**src/rtl/uart_txbuf.sv**
```systemverilog
// rtl/uart_txbuf.sv - byte FIFO and one-frame-at-a-time pacer feeding the UART transmitter

// Byte queue with registered occupancy flags and a sticky overflow flag.
// A write into a full queue is dropped. "Full" means full before the edge,
// so a write is still dropped when a read happens on the same edge.
module uart_txbuf_fifo #(
  parameter int ADDR_W = 4
) (
  input  logic              clk,
  input  logic              reset,
  input  logic [7:0]        wr_data,
  input  logic              wr_en,
  input  logic              rd_en,
  output logic [7:0]        rd_data,
  output logic [ADDR_W:0]   count,
  output logic              empty,
  output logic              full,
  output logic              overflow
);

  localparam int              DEPTH   = 1 << ADDR_W;
  localparam logic [ADDR_W:0] DEPTH_C = (ADDR_W + 1)'(DEPTH);

  logic [7:0]        mem [DEPTH];
  logic [ADDR_W-1:0] wr_ptr;
  logic [ADDR_W-1:0] rd_ptr;
  logic              push;
  logic              pop;
  logic [ADDR_W:0]   count_n;

  assign push    = wr_en && !full;
  assign pop     = rd_en && !empty;
  assign rd_data = mem[rd_ptr];

  // next occupancy: a simultaneous push and pop leave it unchanged
  always_comb begin
    count_n = count;
    if (push && !pop) begin
      count_n = count + 1'b1;
    end else if (pop && !push) begin
      count_n = count - 1'b1;
    end
  end

  // storage write; contents survive reset, only the pointers are cleared
  always_ff @(posedge clk) begin
    if (push) begin
      mem[wr_ptr] <= wr_data;
    end
  end

  // pointers, occupancy and flags; pointers wrap naturally at DEPTH
  always_ff @(posedge clk) begin
    if (!reset) begin
      wr_ptr   <= '0;
      rd_ptr   <= '0;
      count    <= '0;
      empty    <= 1'b1;
      full     <= 1'b0;
      overflow <= 1'b0;
    end else begin
      if (push) begin
        wr_ptr <= wr_ptr + 1'b1;
      end
      if (pop) begin
        rd_ptr <= rd_ptr + 1'b1;
      end
      if (wr_en && full) begin
        overflow <= 1'b1;
      end
      count <= count_n;
      empty <= (count_n == '0);
      full  <= (count_n == DEPTH_C);
    end
  end

endmodule

// Pacer: pops one byte, strobes the transmitter once, waits for the frame
// to start and finish (or for the start timeout), then idles GAP_CYCLES
// clocks before looking at the queue again.
module uart_txbuf #(
  parameter int ADDR_W     = 4,
  parameter int GAP_CYCLES = 16,
  parameter int START_TO   = 8
) (
  input  logic              clk,
  input  logic              reset,
  input  logic [7:0]        in_data,
  input  logic              in_wrsig,
  input  logic              tx_busy,
  output logic [7:0]        tx_data,
  output logic              tx_wrsig,
  output logic [ADDR_W:0]   count,
  output logic              empty,
  output logic              full,
  output logic              overflow
);

  localparam logic [2:0] IDLE       = 3'd0;
  localparam logic [2:0] LOAD       = 3'd1;
  localparam logic [2:0] STROBE     = 3'd2;
  localparam logic [2:0] WAIT_START = 3'd3;
  localparam logic [2:0] WAIT_DONE  = 3'd4;
  localparam logic [2:0] GAP        = 3'd5;

  // terminal values: the timer reads 0 on the first cycle in a state
  localparam logic [15:0] START_LAST = 16'(START_TO - 1);
  localparam logic [15:0] GAP_LAST   = 16'(GAP_CYCLES - 1);

  logic [2:0]  state;
  logic [2:0]  state_n;
  logic [15:0] tmr;
  logic [7:0]  rd_data;
  logic        pop;

  assign pop = (state == LOAD);

  uart_txbuf_fifo #(
    .ADDR_W   (ADDR_W)
  ) u_fifo (
    .clk      (clk),
    .reset    (reset),
    .wr_data  (in_data),
    .wr_en    (in_wrsig),
    .rd_en    (pop),
    .rd_data  (rd_data),
    .count    (count),
    .empty    (empty),
    .full     (full),
    .overflow (overflow)
  );

  // next-state logic; a start timeout drops the byte rather than retrying it
  always_comb begin
    state_n = state;
    case (state)
      IDLE: begin
        if (count != '0) begin
          state_n = LOAD;
        end
      end
      LOAD: begin
        state_n = STROBE;
      end
      STROBE: begin
        state_n = WAIT_START;
      end
      WAIT_START: begin
        if (tx_busy) begin
          state_n = WAIT_DONE;
        end else if (tmr == START_LAST) begin
          state_n = GAP;
        end
      end
      WAIT_DONE: begin
        if (!tx_busy) begin
          state_n = GAP;
        end
      end
      GAP: begin
        if (tmr == GAP_LAST) begin
          state_n = IDLE;
        end
      end
      default: begin
        state_n = IDLE;
      end
    endcase
  end

  // state register; a reset mid-frame abandons the frame, the transmitter finishes alone
  always_ff @(posedge clk) begin
    if (!reset) begin
      state <= IDLE;
    end else begin
      state <= state_n;
    end
  end

  // dwell timer: cleared on every state change, counts only where it is compared
  always_ff @(posedge clk) begin
    if (!reset) begin
      tmr <= '0;
    end else if (state_n != state) begin
      tmr <= '0;
    end else if (state == WAIT_START || state == GAP) begin
      tmr <= tmr + 1'b1;
    end
  end

  // transmitter outputs: data latched on the pop, strobe high for the STROBE cycle only
  always_ff @(posedge clk) begin
    if (!reset) begin
      tx_data  <= 8'h00;
      tx_wrsig <= 1'b0;
    end else begin
      tx_wrsig <= (state == LOAD);
      if (state == LOAD) begin
        tx_data <= rd_data;
      end
    end
  end

endmodule

```
**config.mk**
```make
export PLATFORM = sky130hd
export DESIGN_NAME = uart_txbuf
export DESIGN_NICKNAME = d
export VERILOG_FILES = /design/src/rtl/uart_txbuf.sv
export SDC_FILE = /design/constraint.sdc
export NUM_CORES = 1
export LEC_CHECK = 0
export ABC_AREA = 0
export CORE_MARGIN = 5
export CORE_UTILIZATION = 41
export CTS_CLUSTER_SIZE = 28
export DETAILED_ROUTE_END_ITERATION = 10
export DONT_BUFFER_PORTS = 1
export REMOVE_ABC_BUFFERS = 1
export SETUP_SLACK_MARGIN = 0.05
export SLEW_MARGIN = 25
export SYNTH_ARGS = -nofsm -noshare
export SYNTH_HDL_FRONTEND = slang
export SYNTH_SLANG_ARGS = --single-unit
```
**constraint.sdc**
```tcl
create_clock -name clk -period 2.45 [get_ports clk]
set_input_delay 0.735 -clock clk [delete_from_list [all_inputs] [get_ports clk]]
set_output_delay 0.735 -clock clk [all_outputs]
set_load 0.005 [all_outputs]
```
# Word-level counts from Yosys, hierarchy flattened
# Memories as Yosys holds them, arrays and structs flattened. A register that Yosys moved wholly into a read port is not among the register bits.
# Index checks and enable logic that the tools add are counted.
dict set report classes {
  addsub 5
  n_eq_ne 9
  mux 10
  bitwise_logic 1
  reduce_logical 15
}
# operator n
set op_table {}
lappend op_table {{case mux 3 bit (6 select lines)} 1}
lappend op_table {{adder 16 x 1 -> 16 bit, second input constant} 1}
lappend op_table {{== test 16 x 3 -> 1 bit, second input constant} 1}
lappend op_table {{== test 16 x 4 -> 1 bit, second input constant} 1}
lappend op_table {{2-to-1 mux 3 bit} 5}
lappend op_table {{2-to-1 mux 5 bit} 2}
lappend op_table {{adder 4 x 1 -> 4 bit, second input constant} 2}
lappend op_table {{== test 3 x 2 -> 1 bit, second input constant} 2}
lappend op_table {{== test 3 bit, second input constant} 2}
lappend op_table {{adder 5 x 1 -> 5 bit, second input constant} 1}
lappend op_table {{== test 5 bit, second input constant} 1}
lappend op_table {{logical AND 1 bit} 5}
lappend op_table {{logical NOT 1 bit} 5}
lappend op_table {{logical NOT 5 bit} 1}
lappend op_table {{nonzero test 5 bit} 1}
lappend op_table {{subtractor 5 x 1 -> 5 bit, second input constant} 1}
lappend op_table {{== test 3 x 1 -> 1 bit, second input constant} 1}
lappend op_table {{logical NOT 3 bit} 1}
lappend op_table {{inequality test 3 bit} 1}
lappend op_table {{2-to-1 mux 1 bit} 2}
lappend op_table {{OR reduction 2 bit} 1}
lappend op_table {{logical OR 1 bit} 1}
lappend op_table {{NOT 1 bit} 1}
dict set report totals {
  regBits 36
  ram_bits 128
  input_bits 12
  output_inout_bits 17
  word_cells 50
  n_memories 1
}
# name depth width rd rd_clocked_by_memory_dff wr line_no
set memory_table {}
lappend memory_table {u_fifo.mem 16 8 1 1 1 24} ;# logic [7:0] mem [DEPTH];

# Longest topological paths before layout
# Gate-level depths: netlist of the first run.
dict set report logic_depth {
  word_depth 7
  mapped_depth 7
  ltp_nobuf 6
}

# Cells and area by module
# From an unflattened synthesis of the first run, not the netlist that was laid out.
dict set report hier_totals {
  cells_unflattened 441
  area_unflattened_um2 7344.5
}
# mod n_inst cells_per_inst area_per_inst_um2 seq_area_each_um2
set modules_own_cells {}
lappend modules_own_cells {uart_txbuf_fifo 1 291 5943.2 4244.1}
lappend modules_own_cells {uart_txbuf 1 150 1401.3 560.5}

# Least setup slack after synthesis of the first run
# Ideal clock, no wire load.
dict set report synth_timing {
  path_type {input-to-reg}
  startpoint {input in_wrsig}
  endpoint {memory u_fifo.mem[3][0], enable pin}
  arrival_time_ns 2.061
  required_ns 2.067
  setup_slack_ns 0.005
  path_stages 4
  path_buffers 1
  path_cell_list {nor2b_1 clkbuf_1 nand2_1 nor3_1}
}
dict set report synth_via {
  elab_chain_len 3
}
# element line_no
set synth_lines {}
lappend synth_lines {{start, declared} 90} ;# input logic in_wrsig,
lappend synth_lines {{logical AND 1 bit} 31} ;# assign push = wr_en && !full;
lappend synth_lines {{2-to-1 mux 1 bit} 47} ;# if (push) begin
lappend synth_lines {{2-to-1 mux 1 bit (implied by the code)} 48} ;# mem[wr_ptr] <= wr_data;
lappend synth_lines {{end, declared} 24}
# Every way passes these cells.

# Worst setup path in the final report of the first run
dict set report layout_timing {
  startpoint {register u_fifo.count[0]}
  endpoint {register tmr[6]}
}
dict set report layout_via {
  elab_chain_len 5
}
# element line_no
set layout_lines {}
lappend layout_lines {{start, declared} 15} ;# output logic [ADDR_W:0] count,
lappend layout_lines {{start signal, assigned} 71} ;# count <= count_n;
lappend layout_lines {{nonzero test 5 bit} 139} ;# if (count != '0) begin
lappend layout_lines {{2-to-1 mux 3 bit} 139}
lappend layout_lines {{case mux 3 bit (6 select lines)} 137} ;# case (state)
lappend layout_lines {{inequality test 3 bit} 185} ;# end else if (state_n != state) begin
lappend layout_lines {{OR reduction 2 bit (no line)} --}
lappend layout_lines {{end signal, assigned} 188} ;# tmr <= tmr + 1'b1;
lappend layout_lines {{end, declared} 113} ;# logic [15:0] tmr;
# Every way passes these cells.
# A chain may end at the register's enable or synchronous reset.

==> results of run 1 <==
through the flow:
step / TNS, ns / worst slack, ns
after floorplan: -3.37 / -0.214
after global placement: 0 / 0.276
after detailed placement: 0 / 0.222
after CTS: 0 / 0.256
after global routing: 0 / 0.0534
final: 0 / 0.254
power groups by stage:
stage | sequential (W) | combinational (W) | clock (W)
5_1_grt | 0.00340 | 0.00106 | 0.00280
3_5_place_dp | 0.00345 | 0.000955 | 0
4_1_cts | 0.00339 | 0.000964 | 0.00268
2_1_floorplan | 0.00348 | 0.000619 | 0
3_3_place_gp | 0.00344 | 0.000935 | 0
6_report | 0.00339 | 0.000953 | 0.00262
cells by family after synthesis:
kind of cell,Yosys count
xor gates and xnor gates,26
and+or+nand+nor,153
adders and majority gates,9
DFF,172
buffers and inverters,30
muxes,33
AOI/OAI and AO/OA,47
sequential cells by signal (all words and copies together) (netlist names), 3 cells and up:
name and count:
u_fifo.mem 128, u_fifo.count 5, tmr 16, u_fifo.wr_ptr 4, u_fifo.rd_ptr 4, state 3, tx_data 8
cell usage after synthesis (2+ instances only):
cell        n
a21boi_0    3
a21o_1      2
a21oi_1     4
a22oi_1    17
and2_1     10
and3_1      6
and4_1      2
buf_1       4
buf_2       4
buf_6       2
clkbuf_1   15
dfxtp_1    44
edfxtp_1  128
ha_1        9
inv_1       4
mux4_2     32
nand2_1    49
nand2b_1    5
nand3_1    11
nand3b_1    2
nand4_1     7
nor2_1     33
nor2b_1     6
nor3_1      9
nor3b_1     4
nor4_1      4
o211ai_1    2
o21ai_0     9
xnor2_1    13
xor2_1     13
final cells by class:
type,instances,area (µm²),share of cell area (%)
repair buffers,25,213,2.66
clock buffers,18,429,5.38
multi-input cells,268,2170,27.2
clock inverters,14,146,1.83
well taps,220,275,3.45
inverters,5,18.8,0.235
flip-flops and latches,172,4730,59.2
worst paths after layout:
check	start	to	slack [ns]	cells after the start
min reg2reg	tmr[1]	tmr[1]	0.47	2
max	u_fifo.count[0]	tmr[6]	0.25	7
min	reset	u_fifo.empty	0.39	1
max reg2reg	u_fifo.count[0]	tmr[6]	0.25	7
routing by layer:
layer / wire, µm / track usage (%)
met3: 606 / 4.50
met2: 6890 / 23.1
met5: 0 / 0
met1: 6130 / 19.1
met4: 73 / 4.13
cells in the final DEF, fill, tap and decap left out, types with 4 or more instances in the layout:
| cell type | count |
|---|---|
| nor3b_1 | 4 |
| inv_6 | 7 |
| nand2b_1 | 5 |
| o21ai_0 | 9 |
| nand2_1 | 49 |
| inv_1 | 4 |
| nand4_1 | 7 |
| nor3_1 | 9 |
| buf_4 | 23 |
| edfxtp_1 | 128 |
| and3_1 | 6 |
| nor4_1 | 4 |
| and2_1 | 10 |
| a22oi_1 | 17 |
| nor2b_1 | 6 |
| mux4_2 | 32 |
| ha_1 | 9 |
| dfxtp_1 | 43 |
| nand3_1 | 11 |
| xnor2_1 | 13 |
| clkbuf_16 | 17 |
| nor2_1 | 33 |
| a21oi_1 | 4 |
| xor2_1 | 13 |
==> results.toml, run 1 <==
[pwr]
p_clk_share_pct = 37.6
swShare_pct = 26.2
pwr-share-comb_pct = 13.7
vdd.ir_drop.worst_v = 0.000581
power.density_mw_per_mm2 = 872
finalPower_w = 0.00696
p_seq_share_pct = 48.7
switching_power_w = 0.00183
power.leakage_nw = 2.60
p_int_w = 0.00513

[timing]
setup_violations = 0
timing_hold_violations_final = 0
period_needed_ns = 2.20
fin_skew_ns = 0.00947
whs_ns = 0.389
maxSlewViolCount = 0
max_freq_ghz = 0.455
tightest_slew_ns = 0.651
grt_setup_unrepaired = "false"
slew_headroom_pct = 56.5
fin_crit_sh_pct = 89.6

[clock_tree]
post-cts-setup-buffers = 0
h-tree-depth = 4
tritoncts = "built"
cts_buffer_depth = 2
ctsHoldBuffers = 0
numCtsBuffers = 17
clock-sinks = 172
clk_latency_ns = 0.42
cts-resized-gates = 0
clockRootBuffer = "clkbuf_16"
clk_pin_slew_ns = 0.07

[die]
coreArea_mm2 = 0.0167
ioPinCount = 29
start_util_pct = 42.1
die-area_mm2 = 0.0199
die_w_um = 141
fp.dieH_um = 141
num_rows = 47

[synth]
synth_cell_types = 47
syn_avg_cell_area_um2 = 15.0
ys_warn_count = 0
synth_top_family_by_area = "simple AND/OR/NAND/NOR gates"
synth_mux_area_share_pct = 10.4
synth_xor_xnor_area_share_pct = 3.24
syn_inst = 470
seq_area_frac_synth_pct = 67.2
synth-main-ff-cell = "edfxtp_1"
ys_ff_latch = 172
syn_area_mm2 = 0.00703
synth_top_area_cell = "edfxtp_1"
synth_top_area_share_pct = 54.7
synth-simple-area-share_pct = 10.8
synth-async-reset-ratio_pct = 0
synth-edff-count = 128
ys_top_cells_by_area = "edfxtp_1 (55%), dfxtp_1 (13%), mux4_2 (10%)"
synth_fa_ha_area_share_pct = 1.60
synth-compound-area-share_pct = 4.86

[status]
outcome = "finished clean"

[layout]
diodes = 0
nNetsFinal = 510
layout-drive-gt1-share_pct = 18.9
fin_cells = 722
utilization_pct = 47.8
postLayoutCellArea_mm2 = 0.00798
syn2layout_area_growth_pct = 13.5
fill_cells = 1461

[drt]
vias = 3859
route.antenna.remaining_nets = 0
post_drt_wl_per_cell_um = 19.0
firstDrtPassIters = 4
wirelength_mm = 13.7
drtIter0Drc = 240
drc = 0
vias_per_cell = 5.34

[worst_setup_path]
crit_arrival_ns = 2.56
start_kind = "register"
crit_path_top_delay_cell = "dfxtp_1"
critPathBufInv = 2
crit_type = "reg -> reg"
path_max_fanout = 9
cp_slowest_stage_delay_ns = 0.51
critPathCaptureType = "register"
crit_family = "flip-flops"
cp_cell_sequence = "inv_1, ha_1, a221o_1, o2111ai_1, nand3b_1, buf_4, nor2_1"
worstPathRequired_ns = 2.81

[grt]
first_global_vias = 3870
grt_usage_pct = 14.4
antenna_found_initial = 0
grt_max_degree = 36
grt-ovfl-total = 0
grt_first_pass_wirelength_mm = 21.7

[placement]
dpl_cell_area_mm2 = 0.00741
dp_hpwl_mm = 8.92
gp_congestion = 0.742
io_buffers = 0
placed_cells = 690

[run]
maxCapViolations = 0

[hold_path]
hold_class = "in -> reg"
Note: power is estimated with default switching activity, not from simulation.
==> run 2, diff against run 1 <==
--- a/config.mk
+++ b/config.mk
@@ -6,11 +6,14 @@
 export NUM_CORES = 1
 export LEC_CHECK = 0
 export ABC_AREA = 0
-export CORE_MARGIN = 5
+export CELL_PAD_IN_SITES_DETAIL_PLACEMENT = 0
+export CELL_PAD_IN_SITES_GLOBAL_PLACEMENT = 2
+export CORE_MARGIN = 2
 export CORE_UTILIZATION = 41
 export CTS_CLUSTER_SIZE = 28
 export DETAILED_ROUTE_END_ITERATION = 10
 export DONT_BUFFER_PORTS = 1
+export PLACE_DENSITY_LB_ADDON = 0.1
 export REMOVE_ABC_BUFFERS = 1
 export SETUP_SLACK_MARGIN = 0.05
 export SLEW_MARGIN = 25
==> run 2 against run 1 <==
Compared with the run above:
- clock skew up 0.0018 ns
- global-route usage up 1.2 points
- largest power group unchanged
- total power up 1.4%
- combinational power up 4.3%
- critical endpoint is now u_fifo.full
- final area up 0.55%
- count of clock-buffer cells in the layout up 4
- clock power up 3%
- first-iteration DRC count up 24%
- sequential share of layout area down 0.32 points
- sequential power about the same
==> results.toml, run 2 (synthesis gave the netlist of run 1 again) <==
[timing]
maxSlewViolCount = 0
grt_setup_unrepaired = "false"
fin_crit_sh_pct = 84.9
setup_violations = 0
max_freq_ghz = 0.481
fin_skew_ns = 0.0113
finalSetupTns_ns = 0
slew_headroom_pct = 58.6
timing_hold_violations_final = 0
tightest_slew_ns = 0.619
timing.final.ws_setup_ns = 0.370
period_needed_ns = 2.08

[worst_setup_path]
worstPathRequired_ns = 2.79
rrSetupSlack_ns = 0.37
critPathCaptureType = "register"
crit_type = "reg -> reg"
cp_slowest_stage_delay_ns = 0.62
crit_arrival_ns = 2.42
start_kind = "register"
critPathBufInv = 0
crit_family = "simple AND/OR/NAND/NOR gates"
r2r_cells = 5
reg2reg_from = "state[1]"
rr_endpoint = "u_fifo.full"
crit_path_top_delay_cell = "or4b_4"
path_max_fanout = 11
cp_cell_sequence = "or4b_4, and3_4, a32oi_2, mux2i_1, nor3b_1"

[clock_tree]
tritoncts = "built"
cts_buffer_depth = 2
numCtsBuffers = 17
ctsHoldBuffers = 0
clk_pin_slew_ns = 0.07
post-cts-setup-buffers = 0
clk_latency_ns = 0.42
cts-resized-gates = 0
clockRootBuffer = "clkbuf_16"
h-tree-depth = 4
clock-sinks = 172

[grt]
grt-ovfl-total = 0
grt_max_degree = 36
first_global_vias = 3663
grt_first_pass_wirelength_mm = 21.2
antenna_found_initial = 0
grt_usage_pct = 15.6

[die]
die_w_um = 135
die-area_mm2 = 0.0182
fp.dieH_um = 135
ioPinCount = 29
num_rows = 47
start_util_pct = 42.1
coreArea_mm2 = 0.0167

[layout]
utilization_pct = 48.1
final_common_cell = "edfxtp_1"
reg_top3 = "u_fifo.mem x128, tmr x16, tx_data x8"
largest_register = "u_fifo.mem"
nNetsFinal = 512
layout_common_cells = "edfxtp_1 (128), nand2_1 (49), dfxtp_1 (43), nor2_1 (33), mux4_2 (32)"
syn2layout_area_growth_pct = 14.1
largest_reg_flops = 128
diodes = 0
layout-drive-gt1-share_pct = 19.6

[drt]
wirelength_mm = 13.2
firstDrtPassIters = 4
vias = 3746
route.antenna.remaining_nets = 0
post_drt_wl_per_cell_um = 18.3
drtIter0Drc = 297
vias_per_cell = 5.17
drc = 0

[run]
maxCapViolations = 0

[hold_path]
min_from = "reset"
hold_class = "in -> reg"
hold_end = "u_fifo.empty"
min_path_cells = 1

[pwr]
power.density_mw_per_mm2 = 880
power.leakage_nw = 2.63
vdd.ir_drop.worst_v = 0.000547
finalPower_w = 0.00706

[placement]
io_buffers = 0
gp_congestion = 0.720
dp_slack_ns = 0.405
dp_hpwl_mm = 8.85

[status]
outcome = "finished clean"
run 2: cell types whose count changed in the layout (fill, tap and decap cells not counted), sizes merged:
cell / previous run / this run
inv: 14 / 11
bufinv: 1 / 0
clkbuf: 18 / 22
buf: 25 / 27
run 2: how the worst max path moves through the flow:
stage | startpoint | to | depth (start not counted)
2_1_floorplan | u_fifo.rd_ptr[0] | tx_data[0] | 5
3_3_place_gp | in_wrsig | u_fifo.full | 6
3_5_place_dp | state[1] | u_fifo.full | 5
4_1_cts | state[1] | u_fifo.full | 5
5_1_grt | state[1] | u_fifo.full | 5
6_report | state[1] | u_fifo.full | 5
run 2: area by class of cell:
class                      count  area [µm²]
sequential                   172        4730
fill                        1475        8680
clock buffer                  22         517
inverter                       5        18.8
clock inverter                10        87.6
timing repair buffer          27         228
multi-input combinational    268        2170
tap                          220         275
run 2: power breakdown:
| group | switching (W) | internal (W) | total, W |
|---|---|---|---|
| Clock | 0.00116 | 0.00153 | 0.00269 |
| Sequential | 0.000124 | 0.00325 | 0.00337 |
| Combinational | 0.000531 | 0.000463 | 0.000994 |
run 2: layer usage:
layer	GRT usage (%)	up-vias	wire length (µm)
li1	-	1817	-
met1	24.1	1843	6760
met2	21.7	74	5800
met3	3.75	12	500
met4	5.21	0	169
met5	0	-	0
run 2: stage by stage:
stage	cell area (µm²)	hold WS [ns]	instances
4_1_cts	8030	0.382	724
2_1_floorplan	6920	0.449	445
6_report	8030	0.400	724
3_5_place_dp	7420	0.467	692
5_1_grt	8030	0.378	724
3_3_place_gp	7420	0.462	692
==> run 3, diff against run 2 <==
==> constraint.sdc (replaced) <==
create_clock -name clk -period 2.11 [get_ports clk]
set_input_delay 0.633 -clock clk [delete_from_list [all_inputs] [get_ports clk]]
set_output_delay 0.633 -clock clk [all_outputs]
set_load 0.005 [all_outputs]
==> run 3 against run 2 <==
Compared with the run above:
- worst hold slack worse by 0.11 ns
- wire length up 3.1%
- sequential cell count unchanged
- setup slack worse by 0.16 ns
- global-route usage up 0.63 points
- sequential power up 15%
- total power up 14%
- via count up 3.8%
- die area unchanged
- core utilization about the same
- critical path type unchanged
- critical endpoint unchanged
- largest cell class unchanged
- largest power group unchanged
==> results.toml, run 3 (synthesis gave the netlist of run 1 again) <==
[timing]
timing.final.ws_setup_ns = 0.215
tightest_slew_ns = 0.643
grt_setup_unrepaired = "false"
whs_ns = 0.291
fin_skew_ns = 0.00857
maxSlewViolCount = 0
period_needed_ns = 1.90
slew_headroom_pct = 56.9
fin_crit_sh_pct = 89.8
setup_violations = 0
finalSetupTns_ns = 0
timing_hold_violations_final = 0
max_freq_ghz = 0.528

[clock_tree]
numCtsBuffers = 17
clockRootBuffer = "clkbuf_16"
h-tree-depth = 4
clk_latency_ns = 0.43
tritoncts = "built"
clk_pin_slew_ns = 0.07
cts_buffer_depth = 2
ctsHoldBuffers = 0
clock-sinks = 172

[grt]
grt_max_degree = 36
first_global_vias = 3818
grt-ovfl-total = 0
grt_first_pass_wirelength_mm = 21.7
grt_usage_pct = 16.2
antenna_found_initial = 0

[drt]
drc = 0
firstDrtPassIters = 4
vias_per_cell = 5.35
post_drt_wl_per_cell_um = 18.8
route.antenna.remaining_nets = 0
vias = 3888
wirelength_mm = 13.6
drtIter0Drc = 308

[die]
coreArea_mm2 = 0.0167
die-area_mm2 = 0.0182
num_rows = 47
start_util_pct = 42.1
ioPinCount = 29
fp.dieH_um = 135
die_w_um = 135

[worst_setup_path]
worstPathRequired_ns = 2.46
path_max_fanout = 6
crit_arrival_ns = 2.25
critPathBufInv = 0
cp_slowest_stage_delay_ns = 0.55
crit_type = "reg -> reg"
critPathCaptureType = "register"
crit_family = "simple AND/OR/NAND/NOR gates"
cp_cell_sequence = "or4b_4, and3_4, a32oi_2, mux2i_1, nor3b_2"
start_kind = "register"
crit_path_top_delay_cell = "or4b_4"

[status]
outcome = "finished clean"

[layout]
layout_common_cells = "edfxtp_1 (128), nand2_1 (49), dfxtp_1 (43), nor2_1 (33), mux4_2 (32)"
nNetsFinal = 516
diodes = 0
syn2layout_area_growth_pct = 14.0
fin_cells = 727
final_common_cell = "edfxtp_1"
seq_area_mm2 = 0.00473
largest_register = "u_fifo.mem"
reg_top3 = "u_fifo.mem x128, tmr x16, tx_data x8"
fill_cells = 1454
utilization_pct = 48.0
largest_reg_flops = 128
multi_input_area_mm2 = 0.00218
layout-drive-gt1-share_pct = 19.7

[pwr]
power.leakage_nw = 2.61
vdd.ir_drop.worst_v = 0.000669
power.density_mw_per_mm2 = 1000

[placement]
placed_cells = 695
dp_hpwl_mm = 8.96
gp_congestion = 0.709
io_buffers = 0
dp_slack_ns = 0.168

[run]
maxCapViolations = 0

[hold_path]
hold_class = "in -> reg"
==> run 3: timing repair <==
item / 4_1_cts / 5_1_grt
resized for setup: 0 / 1
endpoints found under the setup margin: 0 / 1
hold endpoints to repair: 0 / 0
buffers inserted: 0 / 1
==> run 3: path summary, 6_finish.rpt <==
check | start | endpoint | slack [ns] | cells past startpoint
min reg2reg | tx_data[5] | tx_data[5] | 0.47 | 2
max | u_fifo.empty | u_fifo.full | 0.21 | 5
min | reset | u_fifo.empty | 0.29 | 1
max reg2reg | u_fifo.empty | u_fifo.full | 0.21 | 5
==> run 3: metal layers <==
layer | GRT usage, % | vias to the layer above | part of all wire [%]
li1 | - | 1827 | -
met1 | 24.2 | 1970 | 51
met2 | 23.1 | 80 | 44
met3 | 4.62 | 11 | 4.2
met4 | 5.21 | 0 | 0.89
met5 | 0 | - | 0
==> run 3: stage by stage <==
stage	total power [W]	instance area, µm²
after CTS	0.00812	8010
after global routing	0.00839	8020
after detailed placement	0.00518	7460
after global placement	0.00519	7460
after floorplan	0.00476	6920
final	0.00802	8020
==> run 3: cell type report <==
class                      count  share of cell area, %
timing repair buffer          31                   3.37
sequential                   172                   58.9
clock buffer                  18                   5.35
multi-input combinational    268                   27.2
inverter                       5                  0.234
tap                          220                   3.43
clock inverter                13                   1.50
==> run 3: report_power, final <==
| group | switching [W] | leakage [nW] | internal, W |
|---|---|---|---|
| logic | 0.000674 | 0.839 | 0.000570 |
| clock network | 0.00128 | 0.259 | 0.00162 |
| registers | 0.0000970 | 1.51 | 0.00377 |
| total | 0.00206 | 2.61 | 0.00597 |
